<file path="config.mk">
export PLATFORM = sky130hd
export DESIGN_NAME = baby_vga_pixel
export DESIGN_NICKNAME = d
export VERILOG_FILES = /design/src/rtl/baby_vga_pkg.sv /design/src/rtl/baby_vga_regbank.sv /design/src/rtl/baby_vga_pixel.sv
export SDC_FILE = /design/constraint.sdc
export NUM_CORES = 1
export LEC_CHECK = 0
export CORE_MARGIN = 4
export CORE_UTILIZATION = 63
export DETAILED_ROUTE_END_ITERATION = 12
export DONT_BUFFER_PORTS = 1
export PLACE_DENSITY_LB_ADDON = 0.3
export SLEW_MARGIN = 20
export SYNTH_ARGS = -nofsm -noshare
export SYNTH_HDL_FRONTEND = slang
export SYNTH_HIERARCHICAL = 1
export SYNTH_SLANG_ARGS = --single-unit
</file>
<file path="constraint.sdc">
create_clock -name clk -period 2.2 [get_ports clk]
set_input_delay 0.55 -clock clk [delete_from_list [all_inputs] [get_ports clk]]
set_output_delay 0.55 -clock clk [all_outputs]
set_load 0.1 [all_outputs]
</file>
<file path="src/rtl/baby_vga_pkg.sv">
// Shared constants, bank layout and output packing for the baby VGA pixel stage.
`timescale 1ns/1ps
package baby_vga_pkg;

   localparam int NUM_ROWS    = 8;
   localparam int ROW_W       = 8;
   localparam int COL_W       = 6;
   localparam int CTRL_W      = 2;
   localparam int ADDR_W      = 4;
   localparam int PIPE_STAGES = 2;

   // ctrl bit positions
   localparam int CTRL_EN  = 0;
   localparam int CTRL_INV = 1;

   // register map: rows occupy 0..ADDR_ROW_LAST, anything above ADDR_CTRL is a hole
   localparam logic [ADDR_W-1:0] ADDR_ROW_LAST = 4'd7;
   localparam logic [ADDR_W-1:0] ADDR_FG       = 4'd8;
   localparam logic [ADDR_W-1:0] ADDR_BG       = 4'd9;
   localparam logic [ADDR_W-1:0] ADDR_CTRL     = 4'd10;

   localparam logic [COL_W-1:0]  FG_RST   = 6'h3F;
   localparam logic [COL_W-1:0]  BG_RST   = 6'h00;
   localparam logic [CTRL_W-1:0] CTRL_RST = 2'b01;

   // colour is {B[1:0],G[1:0],R[1:0]}
   typedef struct packed {
      logic [NUM_ROWS-1:0][ROW_W-1:0] rows;
      logic [COL_W-1:0]               fg;
      logic [COL_W-1:0]               bg;
      logic [CTRL_W-1:0]              ctrl;
   } bank_t;

   localparam bank_t BANK_RST = '{rows: '0, fg: FG_RST, bg: BG_RST, ctrl: CTRL_RST};

   // output byte is {hsync, B0, G0, R0, vsync, B1, G1, R1}
   function automatic logic [7:0] pack_vga(input logic hs, input logic vs,
                                           input logic [COL_W-1:0] c);
      return {hs, c[4], c[2], c[0], vs, c[5], c[3], c[1]};
   endfunction

endpackage

</file>
<file path="src/rtl/baby_vga_regbank.sv">
// Double-buffered register bank: writes land in shadow, whole bank moves to
// active on a frame edge so a frame never shows a half-updated pattern.
`timescale 1ns/1ps
module baby_vga_regbank
   import baby_vga_pkg::*;
(
   input  logic              clk,
   input  logic              rst_n,
   input  logic              i_wr_en,
   input  logic [ADDR_W-1:0] i_wr_addr,
   input  logic [7:0]        i_wr_data,
   input  logic              i_frame_edge,
   output bank_t             o_active,
   output logic              o_pending
);

   bank_t r_shadow;
   bank_t r_active;
   bank_t w_shadow_nxt;
   logic  r_pending;
   logic  w_wr_ok;
   logic  w_copy;

   assign w_wr_ok = i_wr_en && (i_wr_addr <= ADDR_CTRL);
   assign w_copy  = i_frame_edge && r_pending;

   // decode the write into the next shadow value; unused data bits are dropped
   always_comb begin
      w_shadow_nxt = r_shadow;
      if (w_wr_ok) begin
         if (i_wr_addr <= ADDR_ROW_LAST)
            w_shadow_nxt.rows[i_wr_addr[2:0]] = i_wr_data;
         else if (i_wr_addr == ADDR_FG)
            w_shadow_nxt.fg = i_wr_data[COL_W-1:0];
         else if (i_wr_addr == ADDR_BG)
            w_shadow_nxt.bg = i_wr_data[COL_W-1:0];
         else
            w_shadow_nxt.ctrl = i_wr_data[CTRL_W-1:0];
      end
   end

   // shadow bank takes host writes
   always_ff @(posedge clk or negedge rst_n) begin
      if (!rst_n) r_shadow <= BANK_RST;
      else        r_shadow <= w_shadow_nxt;
   end

   // active bank copies the pre-write shadow on a frame edge with work pending
   always_ff @(posedge clk or negedge rst_n) begin
      if (!rst_n)      r_active <= BANK_RST;
      else if (w_copy) r_active <= r_shadow;
   end

   // a write on the copy edge keeps pending set so it goes out next frame
   always_ff @(posedge clk or negedge rst_n) begin
      if (!rst_n)       r_pending <= 1'b0;
      else if (w_wr_ok) r_pending <= 1'b1;
      else if (w_copy)  r_pending <= 1'b0;
   end

   assign o_active  = r_active;
   assign o_pending = r_pending;

endmodule

</file>
<file path="src/rtl/baby_vga_pixel.sv">
// Pixel colour stage: 8x8 pattern lookup into fg/bg colour, two-cycle pipeline
// with syncs delayed alongside the colour.
`timescale 1ns/1ps
module baby_vga_pixel
   import baby_vga_pkg::*;
(
   input  logic              clk,
   input  logic              rst_n,
   input  logic [5:0]        x_hi,
   input  logic [4:0]        x_lo,
   input  logic [4:0]        y_hi,
   input  logic [5:0]        y_lo,
   input  logic              hsync_in,
   input  logic              vsync_in,
   input  logic              blank_in,
   input  logic              wr_en,
   input  logic [ADDR_W-1:0] wr_addr,
   input  logic [7:0]        wr_data,
   output logic [7:0]        vga_out,
   output logic              pending
);

   bank_t            w_active;
   logic             w_frame_edge;
   logic [ROW_W-1:0] w_row;
   logic [2:0]       w_bit_idx;
   logic             w_bit;
   logic [COL_W-1:0] w_colour;
   logic [15:0]      w_unused_pos;

   logic             r_s1_bit;
   logic             r_s1_blank;
   logic             r_s1_hsync;
   logic             r_s1_vsync;
   logic [7:0]       r_vga;

   // only the cell index bits matter; within-cell offsets and upper repeats are ignored
   assign w_unused_pos = {x_hi[5:3], x_lo, y_hi[4:3], y_lo};

   // stage-1 vsync doubles as the registered copy for edge detect
   assign w_frame_edge = vsync_in && !r_s1_vsync;

   baby_vga_regbank u_regbank (
      .clk          (clk),
      .rst_n        (rst_n),
      .i_wr_en      (wr_en),
      .i_wr_addr    (wr_addr),
      .i_wr_data    (wr_data),
      .i_frame_edge (w_frame_edge),
      .o_active     (w_active),
      .o_pending    (pending)
   );

   // leftmost pixel of a cell maps to the row's MSB
   assign w_row     = w_active.rows[y_hi[2:0]];
   assign w_bit_idx = 3'd7 - x_hi[2:0];
   assign w_bit     = w_row[w_bit_idx];

   // stage 1: pattern bit with its blank and sync levels
   always_ff @(posedge clk or negedge rst_n) begin
      if (!rst_n) begin
         r_s1_bit   <= 1'b0;
         r_s1_blank <= 1'b0;
         r_s1_hsync <= 1'b0;
         r_s1_vsync <= 1'b0;
      end else begin
         r_s1_bit   <= w_bit;
         r_s1_blank <= blank_in;
         r_s1_hsync <= hsync_in;
         r_s1_vsync <= vsync_in;
      end
   end

   // colour select: blank or disabled forces black, otherwise bit^invert picks fg
   always_comb begin
      w_colour = '0;
      if (!r_s1_blank && w_active.ctrl[CTRL_EN])
         w_colour = (r_s1_bit ^ w_active.ctrl[CTRL_INV]) ? w_active.fg : w_active.bg;
   end

   // stage 2: packed colour and syncs to the pins
   always_ff @(posedge clk or negedge rst_n) begin
      if (!rst_n) r_vga <= 8'h00;
      else        r_vga <= pack_vga(r_s1_hsync, r_s1_vsync, w_colour);
   end

   assign vga_out = r_vga;

endmodule

</file>
After elaboration in Yosys (flattened, before gate mapping)
Index checks and enable logic that the tools add are counted.
{ "totals": {"register_bits": 169, "inputBits": 40, "word_cells": 64} }
{ "op_classes": {"add_sub_neg": 1, "order_cmp": 6, "n_eq_ne": 2, "mux": 11, "n_bitwise": 4, "n_reduce_logical": 12} }
{ "ops": {"columns": ["op", "count"], "rows": [
  ["$bwmux W64", 1],
  ["$bmux W8 S3", 1],
  ["$demux W8 S3", 1],
  ["$mux W8", 2],
  ["$lt A3 B4 Y1 const B", 3],
  ["$mux W6", 2],
  ["$eq A4 B4 Y1 const B", 2],
  ["$reduce_and A4 Y1", 2],
  ["$logic_and A1 B1 Y1", 5],
  ["$le A4 B3 Y1 const B", 1],
  ["$le A4 B4 Y1 const B", 1],
  ["$bmux W1 S3", 1],
  ["$ge A3 B1 Y1 const B", 1],
  ["$mux W1", 3],
  ["$not A1 Y1", 3],
  ["$reduce_and A3 Y1", 1],
  ["$sub A3 B3 Y3 const A", 1],
  ["$logic_not A1 Y1", 2],
  ["$reduce_and A2 Y1", 1],
  ["$reduce_bool A2 Y1", 1],
  ["$xor A1 B1 Y1", 1]
]} }

Depth between registers and ports, before layout
{ "depth": {"ltp_word": 5, "ltp_mapped": 7, "ltp_nobuf": 5} }

Modules after synthesis
Netlist, hierarchy kept.
{ "by_module_without_submodules": {"columns": ["module", "n_inst", "cells_each", "area_per_inst_um2", "seq_area_each_um2"], "rows": [
  ["baby_vga_regbank", 1, 354, 5958.2, 3946.3],
  ["baby_vga_pixel", 1, 89, 1004.7, 300.3]
]} }

Worst setup path before layout
No wires, ideal clock.
{ "synth_timing": {"kind": "reg2reg", "from": "reg u_regbank.r_pending, in the netlist u_regbank/o_pending", "to": "reg u_regbank.r_active (netlist bit u_regbank/o_active[14])", "t_arrival_ns": 1.839, "t_required_ns": 2.075, "setup_slack_ns": 0.237, "path_stages_with_launch": 5, "n_path_buf": 2, "period_less_slack_ns": 1.963, "path_cell_list": "dfrtp_1 > nand2_1 > buf_2 > buf_2 > mux2_2"} }
{ "synth_via": {"elab_chain_len": 1} }
{ "synth_rtl": {"columns": ["element", "line_no", "rtl"], "rows": [
  ["from (decl)", "baby_vga_regbank.sv:20", "logic r_pending;"],
  ["from (signal assigned)", "baby_vga_regbank.sv:56", "if (!rst_n) r_pending <= 1'b0;"],
  ["from (signal assigned)", "baby_vga_regbank.sv:57", "else if (w_wr_ok) r_pending <= 1'b1;"],
  ["from (signal assigned)", "baby_vga_regbank.sv:58", "else if (w_copy) r_pending <= 1'b0;"],
  ["$logic_and A1 B1 Y1", "baby_vga_regbank.sv:25", "assign w_copy = i_frame_edge && r_pending;"],
  ["to (signal assigned)", "baby_vga_regbank.sv:51", "else if (w_copy) r_active <= r_shadow;"],
  ["to (decl)", "baby_vga_regbank.sv:18", "bank_t r_active;"]
]} }
No other way between the ends.
A chain may end at the register's enable or synchronous reset.

Final worst setup path
{ "layout_timing": {"from": "reg u_regbank.r_pending, in the netlist u_regbank/o_pending", "to": "out pending"} }
{ "layout_rtl": {"columns": ["element", "line_no", "rtl"], "rows": [
  ["to (decl)", "baby_vga_pixel.sv:20", "output logic pending"]
]} }
No word-level cell between the ends.

==> impl_results.md <==
- Total number of vias: between 3000 and 4000
- Layout Area Growth over Synthesis: 11.9%
- WP buf/inv: 1
- DRT Wirelength: 13000 µm
- Setup crit end kind: primary output
- Vias in the first global route: 4059
- Least-Margin Pin Slew: roughly 0.45 ns
- Worst path max stage delay: between 0.3 and 0.4 ns
- First-pass GRT wire length: approximately 22000 µm
- Worst r2r src: u_regbank/o_active[55]$_DFFE_PN0P_
- Placed Area: roughly 7200 µm²
- Root Buffer: clkbuf_8
- CP top delay family: flip-flops
- Worst R2R End: r_s1_bit$_DFF_PN0_
- Seq/Total Area, Yosys: 0.610
- Met2 usage: 0.372
- Hold Path Class: in2async
- Placer congestion estimate: 0.858
- Drt wl/cell: around 21 µm
- Yosys Warn Count: 6
- H-tree lvl count: 4
- DR iter-0 viols: ~260
- Ys async rst share: 1.00
- Initial Util: 0.642
- Failing checks: hold timing
- Synthesized instance count: 443
- Commonest cells after routing, fill and taps aside: 157 x mux2_2, 155 x dfrtp_1, 16 x clkbuf_16, 15 x nor2_1, 14 x dfstp_2
- Synth unique cells: 40
- Static Leak: 0.00348 µW
- Final hold vios: ~160
- GRT Overall Usage: 0.224
- Fin crit share: 0.810
- CP Class: reg2out
- CP startpoint kind: flop
- TritonCTS clock tree: done
- Die area: approximately 13000 µm²
- Max cap viols: 0
- Final worst setup slack: approximately 0.42 ns
- Top FF cell, synth: dfrtp_1
- # IOs: between 40 and 50
- Critical Path RT: around 1.7 ns
- Clock Skew: ~0.0069 ns
- Maximum VDD drop: approximately 0.78 mV
- Row cnt: 38
- Diodes inserted: 0
- M3 GR Usage: 0.0759
- Post_cts resized: 0
- Clk sinks: ~170
- TNS Setup: 0 ns
- Core region area: 10800 µm²
- Nets: around 490
- Syn Nets: between 400 and 500
- Clock buffer depth: 2
- Die Width: between 100 and 150 µm
- DRC errors left: 0
- Flop2flop setup slack: 0.49 ns
- Dpl ws: 0.273 ns
- Syn_area_per_cell: 15.7 µm²
- Worst-skew pair later-pin latency: roughly 0.53 ns
- Post-synth top area share: 0.557
- Number of I/O port buffers: 0
- Die Ht: ~110 µm
- Via-per-instance ratio: 6.04
- Largest area contributor in the netlist: dfrtp_1
- Cell area after synthesis: between 6000 and 7000 µm²
- CP Cell Sequence: buf_4
- Met1 capacity usage during global routing: 0.279
- Outcome: finished with violations
- Number of setup buffers added after CTS: 0
- Pwr/cell area: roughly 1200 nW/µm²
- Drt pass-1 iters: 4
- WP data arrival: 1.23 ns
- RSZ-0062 raised after global routing: false
- Setup violations, final: 0
- Commonest non-fill, non-tap cell in the layout: mux2_2
- Reg2Reg Depth: 5
- Final core occ: 0.719
- GRT Max-Usage Layer: met2
- Critical path peak fanout: 2
- Synth Register Bits: around 170
- Reg clk slew, reported paths: around 0.06 ns
- CTS Buf Count: 17
- GRT Residual Overflow: 0
- Post-DP HPWL: between 8000 and 9000 µm
- Highest Clock Rate: approximately 560 MHz
- Minimum clock period: approximately 1.8 ns
- Relative slew slack: 0.699
- Routed Antenna Nets: 0
- Hold WS: -0.279 ns
- Fraction of layout cells with a size suffix above 1: 0.510
- Final instance area: ~7800 µm²
- Pin count of the biggest net entering global routing: 170
- Antenna violations before repair: 0
- Critical path's slowest cell: dfrtp_1
- Synth area leaders: dfrtp_1 56%, mux2_2 25%, dfstp_2 5.3%
- Post-synth EDFFs: 0
- Final Max Slew Viols: 0
-- worst max path at each step --
stage                                     from                                  to  slack [ns]  depth (start not counted)
2_1_floorplan  u_regbank/o_pending$_DFFE_PN0P_  u_regbank/o_active[14]$_DFFE_PN0P_        0.24                          4
6_report       u_regbank/o_pending$_DFFE_PN0P_                             pending        0.42                          1
3_3_place_gp                           y_hi[0]                  r_s1_bit$_DFF_PN0_        0.31                          5
5_1_grt        u_regbank/o_pending$_DFFE_PN0P_                             pending        0.36                          1
3_5_place_dp                           y_hi[0]                  r_s1_bit$_DFF_PN0_        0.27                          5
4_1_cts        u_regbank/o_pending$_DFFE_PN0P_                             pending        0.38                          1
-- through the flow --
stage | cells | total power [µW]
6_report | 607 | 9260
5_1_grt | 607 | 9690
4_1_cts | 607 | 9340
3_5_place_dp | 575 | 6230
3_3_place_gp | 575 | 6080
2_1_floorplan | 443 | 5820
-- power breakdown --
part / switching [µW] / internal [µW] / total, µW
Combinational: 658 / 980 / 1640
Sequential: 453 / 4080 / 4540
Clock: 1120 / 1960 / 3080
-- logic make-up (layout without fill, tap and decap cells) --
group | Yosys count | count (layout) | share of synthesized area
mux | 180 | 180 | 0.309
flops | 169 | 169 | 0.610
simple gates | 51 | 51 | 0.0442
buf+inv | 29 | 53 | 0.0196
compound gates | 13 | 13 | 0.0160
xor+xnor | 1 | 1 | 0.00126
-- layout make-up --
type                    count  area [µm²]
flip-flops and latches    169        4250
fillers                   697        3050
multi-input cells         245        2590
clock buffers              25         484
well taps                 140         175
clock inverters             7         138
repair buffers             15         138
inverters                   6        22.5
-- synth_stat cells (all sizes together) (4+ instances only) --
cell    number
mux4        12
nand2b       7
mux2       157
inv          6
dfrtp      155
nand2        6
clkbuf       4
buf         19
nand3b       4
dfstp       14
mux2i       11
nor2        19
-- registers in the layout (all words and copies together), names as in the netlist --
signal / cells
r_s1_bit: 1
r_s1_blank: 1
r_s1_hsync: 1
r_s1_vsync: 1
u_regbank/o_active: 78
u_regbank/o_pending: 1
u_regbank/r_shadow: 78
vga_out: 8
-- worst register-to-register path: stages, from the launching register on --
cell       delay [ns]
dfrtp_1          0.37
mux4_1           0.54
o2111ai_1        0.23
nand3_1          0.12
a211oi_2         0.24
a211oi_2         0.09
-- metal layers --
metal	wire [µm]	part of all wire
met4	194	0.015
met2	6630	0.51
met1	5540	0.43
met3	672	0.052
met5	0	0
Power figures use the tool's default switching activity.
